==> src/rtl/fp_pkg.sv <==
`default_nettype none
// +----------------------------------------------------------------------+
// | fp_pkg: rounding-mode constants, writeback entry type, rm resolution  |
// | Rev 1.0                                                              |
// +----------------------------------------------------------------------+
package fp_pkg;

  localparam int FP_RV    = 64;
  localparam int FP_TAG_W = 6;

  localparam logic [2:0] RNE = 3'd0;
  localparam logic [2:0] RTZ = 3'd1;
  localparam logic [2:0] RDN = 3'd2;
  localparam logic [2:0] RUP = 3'd3;
  localparam logic [2:0] RMM = 3'd4;
  localparam logic [2:0] DYN = 3'd7;

  typedef struct packed {
    logic [FP_TAG_W-1:0] tag;
    logic [FP_RV-1:0]    res;
    logic                nv;
    logic                illegal;
  } fp_wb_t;

  // Returns {illegal, rm}; reserved modes fall back to RTZ so the op still issues.
  function automatic logic [3:0] resolve_rm(input logic [2:0] rnd, input logic [2:0] frm);
    logic [2:0] eff;
    eff = (rnd == DYN) ? frm : rnd;
    if (eff > RMM) begin
      return {1'b1, RTZ};
    end
    return {1'b0, eff};
  endfunction

endpackage
`default_nettype wire

==> src/rtl/fp_res_fifo.sv <==
`default_nettype none
// +----------------------------------------------------------------------+
// | fp_res_fifo: result FIFO with synchronous flush and occupancy count   |
// | Rev 1.0                                                              |
// +----------------------------------------------------------------------+
module fp_res_fifo #(
  parameter int DEPTH = 4,
  parameter int WIDTH = 8
) (
  input  logic                     clk,
  input  logic                     reset,
  input  logic                     flush,
  input  logic                     push,
  input  logic [WIDTH-1:0]         push_data,
  input  logic                     pop,
  output logic [WIDTH-1:0]         pop_data,
  output logic                     empty,
  output logic [$clog2(DEPTH):0]   count,
  output logic                     overflow
);

  localparam int AW   = $clog2(DEPTH);
  localparam int LAST = DEPTH - 1;
  localparam logic [AW:0]   c_full = DEPTH[AW:0];
  localparam logic [AW-1:0] c_last = LAST[AW-1:0];

  logic [WIDTH-1:0] r_mem [DEPTH];
  logic [AW-1:0]    r_wr_ptr;
  logic [AW-1:0]    r_rd_ptr;
  logic [AW:0]      r_count;
  logic             w_full;
  logic             w_do_push;
  logic             w_do_pop;

  function automatic logic [AW-1:0] next_ptr(input logic [AW-1:0] p);
    return (p == c_last) ? '0 : p + 1'b1;
  endfunction

  assign w_full    = (r_count == c_full);
  assign empty     = (r_count == '0);
  assign w_do_pop  = pop && !empty;
  assign w_do_push = push && (!w_full || w_do_pop);
  assign overflow  = push && w_full && !w_do_pop;
  assign pop_data  = r_mem[r_rd_ptr];
  assign count     = r_count;

  always_ff @(posedge clk) begin
    if (reset || flush) begin
      r_wr_ptr <= '0;
      r_rd_ptr <= '0;
      r_count  <= '0;
    end else begin
      if (w_do_push) r_wr_ptr <= next_ptr(r_wr_ptr);
      if (w_do_pop)  r_rd_ptr <= next_ptr(r_rd_ptr);
      case ({w_do_push, w_do_pop})
        2'b10:   r_count <= r_count + 1'b1;
        2'b01:   r_count <= r_count - 1'b1;
        default: r_count <= r_count;
      endcase
    end
  end

  always_ff @(posedge clk) begin
    if (w_do_push) r_mem[r_wr_ptr] <= push_data;
  end

endmodule
`default_nettype wire

==> src/rtl/fp_add_issue.sv <==
`default_nettype none
// +----------------------------------------------------------------------+
// | fp_add_issue: issues add/sub ops to fp_add_sub, tracks tags, buffers   |
// | results for a backpressured writeback port.  Rev 1.0                 |
// +----------------------------------------------------------------------+
module fp_add_issue
  import fp_pkg::*;
#(
  parameter int RV      = FP_RV,
  parameter int LATENCY = 2,
  parameter int DEPTH   = 4,
  parameter int TAG_W   = FP_TAG_W
) (
  input  logic             clk,
  input  logic             reset,
  input  logic             req_valid,
  output logic             req_ready,
  input  logic [TAG_W-1:0] req_tag,
  input  logic             req_sz,
  input  logic             req_sub,
  input  logic [2:0]       req_rnd,
  input  logic [RV-1:0]    req_in_1,
  input  logic [RV-1:0]    req_in_2,
  input  logic [2:0]       frm,
  input  logic             flush,
  output logic             fa_start,
  output logic             fa_sz,
  output logic             fa_sub,
  output logic [2:0]       fa_rnd,
  output logic [RV-1:0]    fa_in_1,
  output logic [RV-1:0]    fa_in_2,
  input  logic             fa_valid,
  input  logic             fa_exception,
  input  logic [RV-1:0]    fa_res,
  output logic             wb_valid,
  input  logic             wb_ready,
  output logic [TAG_W-1:0] wb_tag,
  output logic [RV-1:0]    wb_res,
  output logic             wb_nv,
  output logic             wb_illegal,
  output logic             sticky_nv,
  input  logic             flags_clr,
  output logic             err_proto
);

  localparam int AW    = $clog2(DEPTH);
  localparam int CNT_W = $clog2(DEPTH + LATENCY + 1);
  localparam logic [CNT_W-1:0] c_depth = DEPTH[CNT_W-1:0];

  logic             r_live [LATENCY];
  logic             r_busy [LATENCY];
  logic [TAG_W-1:0] r_tag  [LATENCY];
  logic             r_ill  [LATENCY];

  logic             w_accept;
  logic             w_ill;
  logic [2:0]       w_rm;
  logic [CNT_W-1:0] w_inflight;
  logic [CNT_W-1:0] w_outstanding;
  logic [AW:0]      w_fifo_count;
  logic             w_push;
  logic             w_pop;
  logic             w_empty;
  logic             w_overflow;
  fp_wb_t           w_push_data;
  fp_wb_t           w_head;
  logic             r_sticky_nv;
  logic             r_err_proto;

  assign {w_ill, w_rm} = resolve_rm(req_rnd, frm);

  always_comb begin
    w_inflight = '0;
    for (int i = 0; i < LATENCY; i++) begin
      w_inflight = w_inflight + CNT_W'(r_live[i]);
    end
  end

  assign w_outstanding = w_inflight + CNT_W'(w_fifo_count);
  assign req_ready     = !reset && !flush && (w_outstanding < c_depth);
  assign w_accept      = req_valid && req_ready;

  assign fa_start = w_accept;
  assign fa_sz    = req_sz;
  assign fa_sub   = req_sub;
  assign fa_rnd   = w_rm;
  assign fa_in_1  = req_in_1;
  assign fa_in_2  = req_in_2;

  // live drops on flush so killed results are discarded; busy survives the
  // flush so the unit's late fa_valid for a killed op is still expected.
  always_ff @(posedge clk) begin
    if (reset) begin
      for (int i = 0; i < LATENCY; i++) begin
        r_live[i] <= 1'b0;
        r_busy[i] <= 1'b0;
        r_tag[i]  <= '0;
        r_ill[i]  <= 1'b0;
      end
    end else begin
      r_live[0] <= w_accept;
      r_busy[0] <= w_accept;
      r_tag[0]  <= req_tag;
      r_ill[0]  <= w_ill;
      for (int i = 1; i < LATENCY; i++) begin
        r_live[i] <= r_live[i-1] && !flush;
        r_busy[i] <= r_busy[i-1];
        r_tag[i]  <= r_tag[i-1];
        r_ill[i]  <= r_ill[i-1];
      end
    end
  end

  assign w_push = fa_valid && r_live[LATENCY-1] && !flush;

  always_comb begin
    w_push_data         = '0;
    w_push_data.tag     = r_tag[LATENCY-1];
    w_push_data.res     = fa_res;
    w_push_data.nv      = fa_exception;
    w_push_data.illegal = r_ill[LATENCY-1];
  end

  fp_res_fifo #(
    .DEPTH (DEPTH),
    .WIDTH ($bits(fp_wb_t))
  ) u_fifo (
    .clk       (clk),
    .reset     (reset),
    .flush     (flush),
    .push      (w_push),
    .push_data (w_push_data),
    .pop       (w_pop),
    .pop_data  (w_head),
    .empty     (w_empty),
    .count     (w_fifo_count),
    .overflow  (w_overflow)
  );

  assign w_pop      = !w_empty && wb_ready;
  assign wb_valid   = !w_empty;
  assign wb_tag     = w_head.tag;
  assign wb_res     = w_head.res;
  assign wb_nv      = w_head.nv;
  assign wb_illegal = w_head.illegal;

  always_ff @(posedge clk) begin
    if (reset) begin
      r_sticky_nv <= 1'b0;
      r_err_proto <= 1'b0;
    end else begin
      if (w_pop && w_head.nv) r_sticky_nv <= 1'b1;
      else if (flags_clr)     r_sticky_nv <= 1'b0;
      if ((fa_valid ^ r_busy[LATENCY-1]) || w_overflow) r_err_proto <= 1'b1;
    end
  end

  assign sticky_nv = r_sticky_nv;
  assign err_proto = r_err_proto;

endmodule
`default_nettype wire

==> config.mk <==
export PLATFORM = sky130hd
export DESIGN_NAME = fp_add_issue
export DESIGN_NICKNAME = d
export VERILOG_FILES = /design/src/rtl/fp_pkg.sv /design/src/rtl/fp_res_fifo.sv /design/src/rtl/fp_add_issue.sv
export SDC_FILE = /design/constraint.sdc
export NUM_CORES = 1
export LEC_CHECK = 0
export ABC_AREA = 1
export BUFFER_PORTS_ARGS = -buffer_cell sky130_fd_sc_hd__clkbuf_2
export CAP_MARGIN = 20
export CORE_ASPECT_RATIO = 0.5
export CORE_UTILIZATION = 54
export CTS_CLUSTER_DIAMETER = 150
export DETAILED_ROUTE_END_ITERATION = 8
export PLACE_DENSITY = 0.95
export SLEW_MARGIN = 10
export SYNTH_ARGS = -nofsm -noshare
export SYNTH_HDL_FRONTEND = slang
export SYNTH_SLANG_ARGS = --single-unit
==> constraint.sdc <==
create_clock -name clk -period 9 [get_ports clk]
set_input_delay 0.9 -clock clk [delete_from_list [all_inputs] [get_ports clk]]
set_output_delay 0.9 -clock clk [all_outputs]
set_load 0.05 [all_outputs]
### After elaboration in Yosys (flattened, before gate mapping)

Memories as Yosys holds them, arrays and structs flattened. A register that Yosys moved wholly into a read port is not among the register bits.
Cells that the tools add are included.

| word-level totals | value |
|---|---|
| bits in registers | 9 |
| bits in latches | 0 |
| memory bits (writable) | 306 |
| bits in read-only memories | 0 |
| bits of input ports | 214 |
| output and inout bits | 210 |
| logic and storage cells | 80 |
| memories | 5 |

Memories:

| memory | words | width | rd ports | clocked after Yosys merged registers in | wr ports | line | source |
|---|---|---|---|---|---|---|---|
| u_fifo.r_mem | 4 | 72 | 1 | 1 | 1 | fp_res_fifo.sv:27 | `logic [WIDTH-1:0] r_mem [DEPTH];` |
| r_tag | 2 | 6 | 2 | 0 | 2 | fp_add_issue.sv:52 | `logic [TAG_W-1:0] r_tag [LATENCY];` |
| r_busy | 2 | 1 | 2 | 0 | 2 | fp_add_issue.sv:51 | `logic r_busy [LATENCY];` |
| r_ill | 2 | 1 | 2 | 0 | 2 | fp_add_issue.sv:53 | `logic r_ill [LATENCY];` |
| r_live | 2 | 1 | 2 | 0 | 2 | fp_add_issue.sv:50 | `logic r_live [LATENCY];` |

| cells by class | value |
|---|---|
| $add $sub $neg | 6 |
| multipliers | 0 |
| divide/modulo/power cells | 0 |
| magnitude comparators | 2 |
| eq/ne operators | 6 |
| shifts and indexed selects | 0 |
| multiplexer cells | 24 |
| bitwise operators | 9 |
| reduce and logical (&&, ||, !) cells | 23 |

Operators with widths:

| cell | number |
|---|---|
| $mux 1 | 14 |
| $logic_and 1x1->1 | 12 |
| $mux 6 | 2 |
| $mux 2 | 4 |
| $mux 4 | 2 |
| $or 1x1->1 | 8 |
| $eq 2x2->1 const B | 3 |
| $eq 3x3->1 const B | 2 |
| $pmux 3 s2 | 1 |
| $logic_not 1->1 | 5 |
| $add 2x1->2 const B | 2 |
| $reduce_bool 2->1 | 2 |
| $add 2x3->3 | 1 |
| $add 3x1->3 const B | 1 |
| $gt 3x3->1 const B | 1 |
| $logic_not 3->1 | 1 |
| $logic_or 1x1->1 | 3 |
| $lt 3x3->1 const B | 1 |
| $mux 3 | 1 |
| $sub 3x1->3 const B | 1 |
| $add 1x1->2 | 1 |
| $eq 2x1->1 const B | 1 |
| $xor 1x1->1 | 1 |

### Depth between registers and ports, before layout

| depth | value |
|---|---|
| depth in word-level cells | 8 |
| gate-level depth with buffers | 10 |
| gate-level depth less buffers | 10 |

### By module

From an unflattened synthesis, not the netlist that was laid out.

| second synthesis, totals | value |
|---|---|
| cells, all modules | 988 |
| area total of the unflattened synthesis | 12837.3 µm² |

By module, submodules not included:

| module | instances | cells each | area an instance (µm²) | sequential area each (µm²) |
|---|---|---|---|---|
| fp_res_fifo | 1 | 765 | 11168.2 | 8828.5 |
| fp_add_issue | 1 | 223 | 1669.1 | 380.4 |

### Least setup slack after synthesis

No wires, ideal clock.

| timing | value |
|---|---|
| kind | input -> register |
| start point | input fa_valid |
| end point | memory u_fifo.r_mem[0][0] in the netlist's numbering (enable) |
| library setup time | 503 ps |
| arrival | 4294 ps |
| required time | 8497 ps |
| path slack | 4203 ps |
| stages on the path | 4 |
| path buffers | 0 |
| cell sequence | nand2_1 -> nor2_2 -> nand2_1 -> nor2_1 |

| on the way | value |
|---|---|
| longest elaborated chain between the ends | 5 |

Ends and longest elaborated chain:

| item | line | source |
|---|---|---|
| start: declaration | fp_add_issue.sv:32 | `input logic fa_valid,` |
| $logic_and 1x1->1 (2 in series) | fp_add_issue.sv:114 | `assign w_push = fa_valid && r_live[LATENCY-1] && !flush;` |
| $logic_and 1x1->1 | fp_res_fifo.sv:42 | `assign w_do_push = push && (!w_full \|\| w_do_pop);` |
| $mux 1 | fp_res_fifo.sv:64 | `if (w_do_push) r_mem[r_wr_ptr] <= push_data;` |
| $mux 1 (not written as such) | fp_res_fifo.sv:64 |  |
| end: declaration | fp_res_fifo.sv:27 |  |

No other way between the ends.

==> flow_summary.ini <==
[clock_tree]
max-clock-path-buffers = 3
clock_sinks = 316
post_cts_resized = 0
clk_pin_slew_ns = 0.06
htreeDepth = 1
tritoncts = done
cts-root-buf = clkbuf_16
cts_buffers = 28
hold_buffers = 0
post_cts_buffers = 0
insertion_delay_ns = 0.56

[setup_path]
critPathKind = reg2out
cp_slowest_stage_delay_ns = 0.89
reg2reg_depth = 5
worstPathArrival_ns = 3.73
critical_path_required_ns = 8.10
crit_end = wb_res[20]
end_kind = output port
cp_max_fo = 76
startpoint_type = register
path_cells = clkinv_2 > buf_4 > o21ai_0 > o22ai_1 > clkbuf_2
cp_slowest_cell = clkinv_2
r2r_slack_ns = 6.19
rr_endpoint = sticky_nv

[floorplanning]
die_height_um = 111
fp.dieW_um = 219
pin_count = 424
core_area_um2 = 22900
row_count = 39
die_area_um2 = 24200
start_util_pct = 55.4

[route]
route.detailed.drc = 0
vias = 8222
detail_route.first_pass.iterations = 6
avgRoutedWirePerCell_um = 28.7
viasPerCell = 6.22
routed_wl_mm = 38.0
ant_nets = 0
drt_iter0_markers = 1314

[logic_synthesis]
synth_edf_count = 288
post_synth_xor_area_fraction_pct = 0.0689
synthSimpleGateAreaFrac_pct = 6.27
synth_cells = 973
yosysWarnings = 0
synth_ff_type = edfxtp_1
synth_area_leader_cell = edfxtp_1
async_flop_share_pct = 0
synth_compound_area_share_pct = 10.1
synth_fp_nets = 1194
yosys.area_share.adder_pct = 0.748
netlist.area_leader.share_pct = 68.0
synth_area_um2 = 12700
netlist_top_cells_area = edfxtp_1 (68%), buf_4 (7.7%), o21ai_0 (5.4%), nor2_1 (5.1%), dfxtp_1 (4.4%)
avgSynthCellArea_um2 = 13.1
ys_ff_latch = 316
synthMuxAreaShare_pct = 0
yosysSeqAreaShare_pct = 72.4
synth_top_family_by_area = buffers and inverters
synth_cell_types = 33

[outcome]
status = completed

[finish]
design_area_um2 = 13700
final_cell_count_no_fill = 1322
syn_to_final_growth_pct = 8.08
finalNetCount = 1217
drive_gt1_share_pct = 22.0
final_core_util_pct = 59.9

[sta]
period_needed_ns = 4.63
tightest_slew_ns = 1.09
rsz0062_at_grt = no
maxSlewViolCount = 0
tns_ns = 0
setup_viol = 0
relSlewSlack_pct = 27.3
skew_ns = 0.0402
fmax_mhz = 216
timing.hold.ws_ns = 0.400
final.period_utilization_pct = 51.5
hold_violations = 0

[power_and_ir_drop]
leakagePower_nw = 4.92
ir_drop_uv = 150
pwr_density_cell_nw_per_um2 = 209

[global_routing]
grt_pass1_wl_mm = 53.9
grt_usage_pct = 30.9
grt_max_degree = 79
grt_overflow_total = 0
antenna_found_initial = 1
grt_pass1_vias = 8036

[placed_design]
gp_congestion = 0.898
dp.cells = 1273
hpwl_mm = 24.7
place_area_um2 = 12800
io_buffers = 163

[job]
max-cap-violations = 0

[worst_hold_path]
hold_class = reg2reg
whs_path_depth = 2
==> flip-flops by register name, summed over array words and instances, names as in the netlist, 2 cells and up, named ones only <==
| name | cells |
|---|---|
| r_ill | 2 |
| r_tag | 12 |
| u_fifo.r_mem | 288 |
| u_fifo.r_rd_ptr | 2 |
| u_fifo.r_wr_ptr | 2 |
| u_fifo.count | 3 |
| r_busy | 2 |
==> synth_stat cells (2+ instances only) <==
master    instances
nor2_2            2
nand2_1          17
o22ai_1          71
a21oi_1           6
nor2_1          172
o21ai_1          14
clkbuf_1         27
nand3_1           5
buf_2            18
edfxtp_1        288
o21ai_0         137
nand4_1           3
inv_1            31
ha_1              6
dfxtp_1          28
buf_4           130
inv_2             2
==> cells by family after synthesis <==
family,after synthesis
XOR/XNOR,1
flip-flops,316
buffers and inverters,212
AO/OA/AOI/OAI,234
AND/OR/NAND/NOR,203
adder cells (fa/ha/maj),7
==> metal layers <==
| layer | GRT usage, % | up-vias | wire length, µm |
|---|---|---|---|
| met4 | 12.0 | 6 | 1950 |
| met1 | 29.7 | 3859 | 10800 |
| li1 | - | 3402 | - |
| met2 | 49.8 | 799 | 17700 |
| met5 | 6.46 | - | 181 |
| met3 | 22.5 | 156 | 7400 |
==> stage by stage <==
step / setup WS (ns) / power (mW)
after detailed placement: 5.01 / 1.70
after CTS: 4.44 / 2.87
final: 4.37 / 2.87
after global routing: 4.06 / 2.93
after global placement: 5.25 / 1.70
after floorplan: 4.20 / 1.82
==> cells in the final DEF (no fill, tap or decap), drive strengths merged <==
cell type,netlist,final
a21o,1,1
nand2,18,18
fa,1,1
nand4,3,3
a21boi,1,1
clkbuf,28,200
diode,0,1
bufinv,0,4
nor2,175,175
clkinvlp,0,1
nand3,5,5
a31oi,1,1
a21oi,7,7
ha,6,6
o211a,1,1
dfxtp,28,28
and2,1,1
inv,33,33
xnor2,1,1
o21ai,151,151
buf,150,8
nand3b,1,1
o22ai,72,72
edfxtp,288,288
clkinv,1,7
==> layout make-up <==
type	instances	area [µm²]
Sequential cell	316	9210
Fill cell	1546	9190
Multi-Input combinational cell	445	2220
Timing Repair Buffer	171	888
Clock buffer	37	734
Tap cell	307	384
Clock inverter	11	170
Inverter	34	129
Antenna cell	1	2.50
==> worst min path at each step <==
stage                     start           to  slack [ns]
global placement    r_ill[0][0]  r_ill[0][1]        0.39
global route        r_ill[0][0]  r_ill[0][1]        0.42
floorplan           r_ill[0][0]  r_ill[0][1]        0.39
CTS                 r_ill[0][0]  r_ill[0][1]        0.40
finish              r_ill[0][0]  r_ill[0][1]        0.40
detailed placement  r_ill[0][0]  r_ill[0][1]        0.39
==> critical path: cells and delay by family (launching register included) <==
kind,cells,cell delay (ns)
flops,1,0.77
buf+inv,3,1.80
compound gates,2,0.54
==> power breakdown <==
part	internal [mW]	total, mW	switching (mW)
clock network	0.688	1.19	0.506
registers	1.60	1.61	0.00267
logic	0.0207	0.0678	0.0471
total	2.31	2.87	0.556
Power figures use the tool's default switching activity.
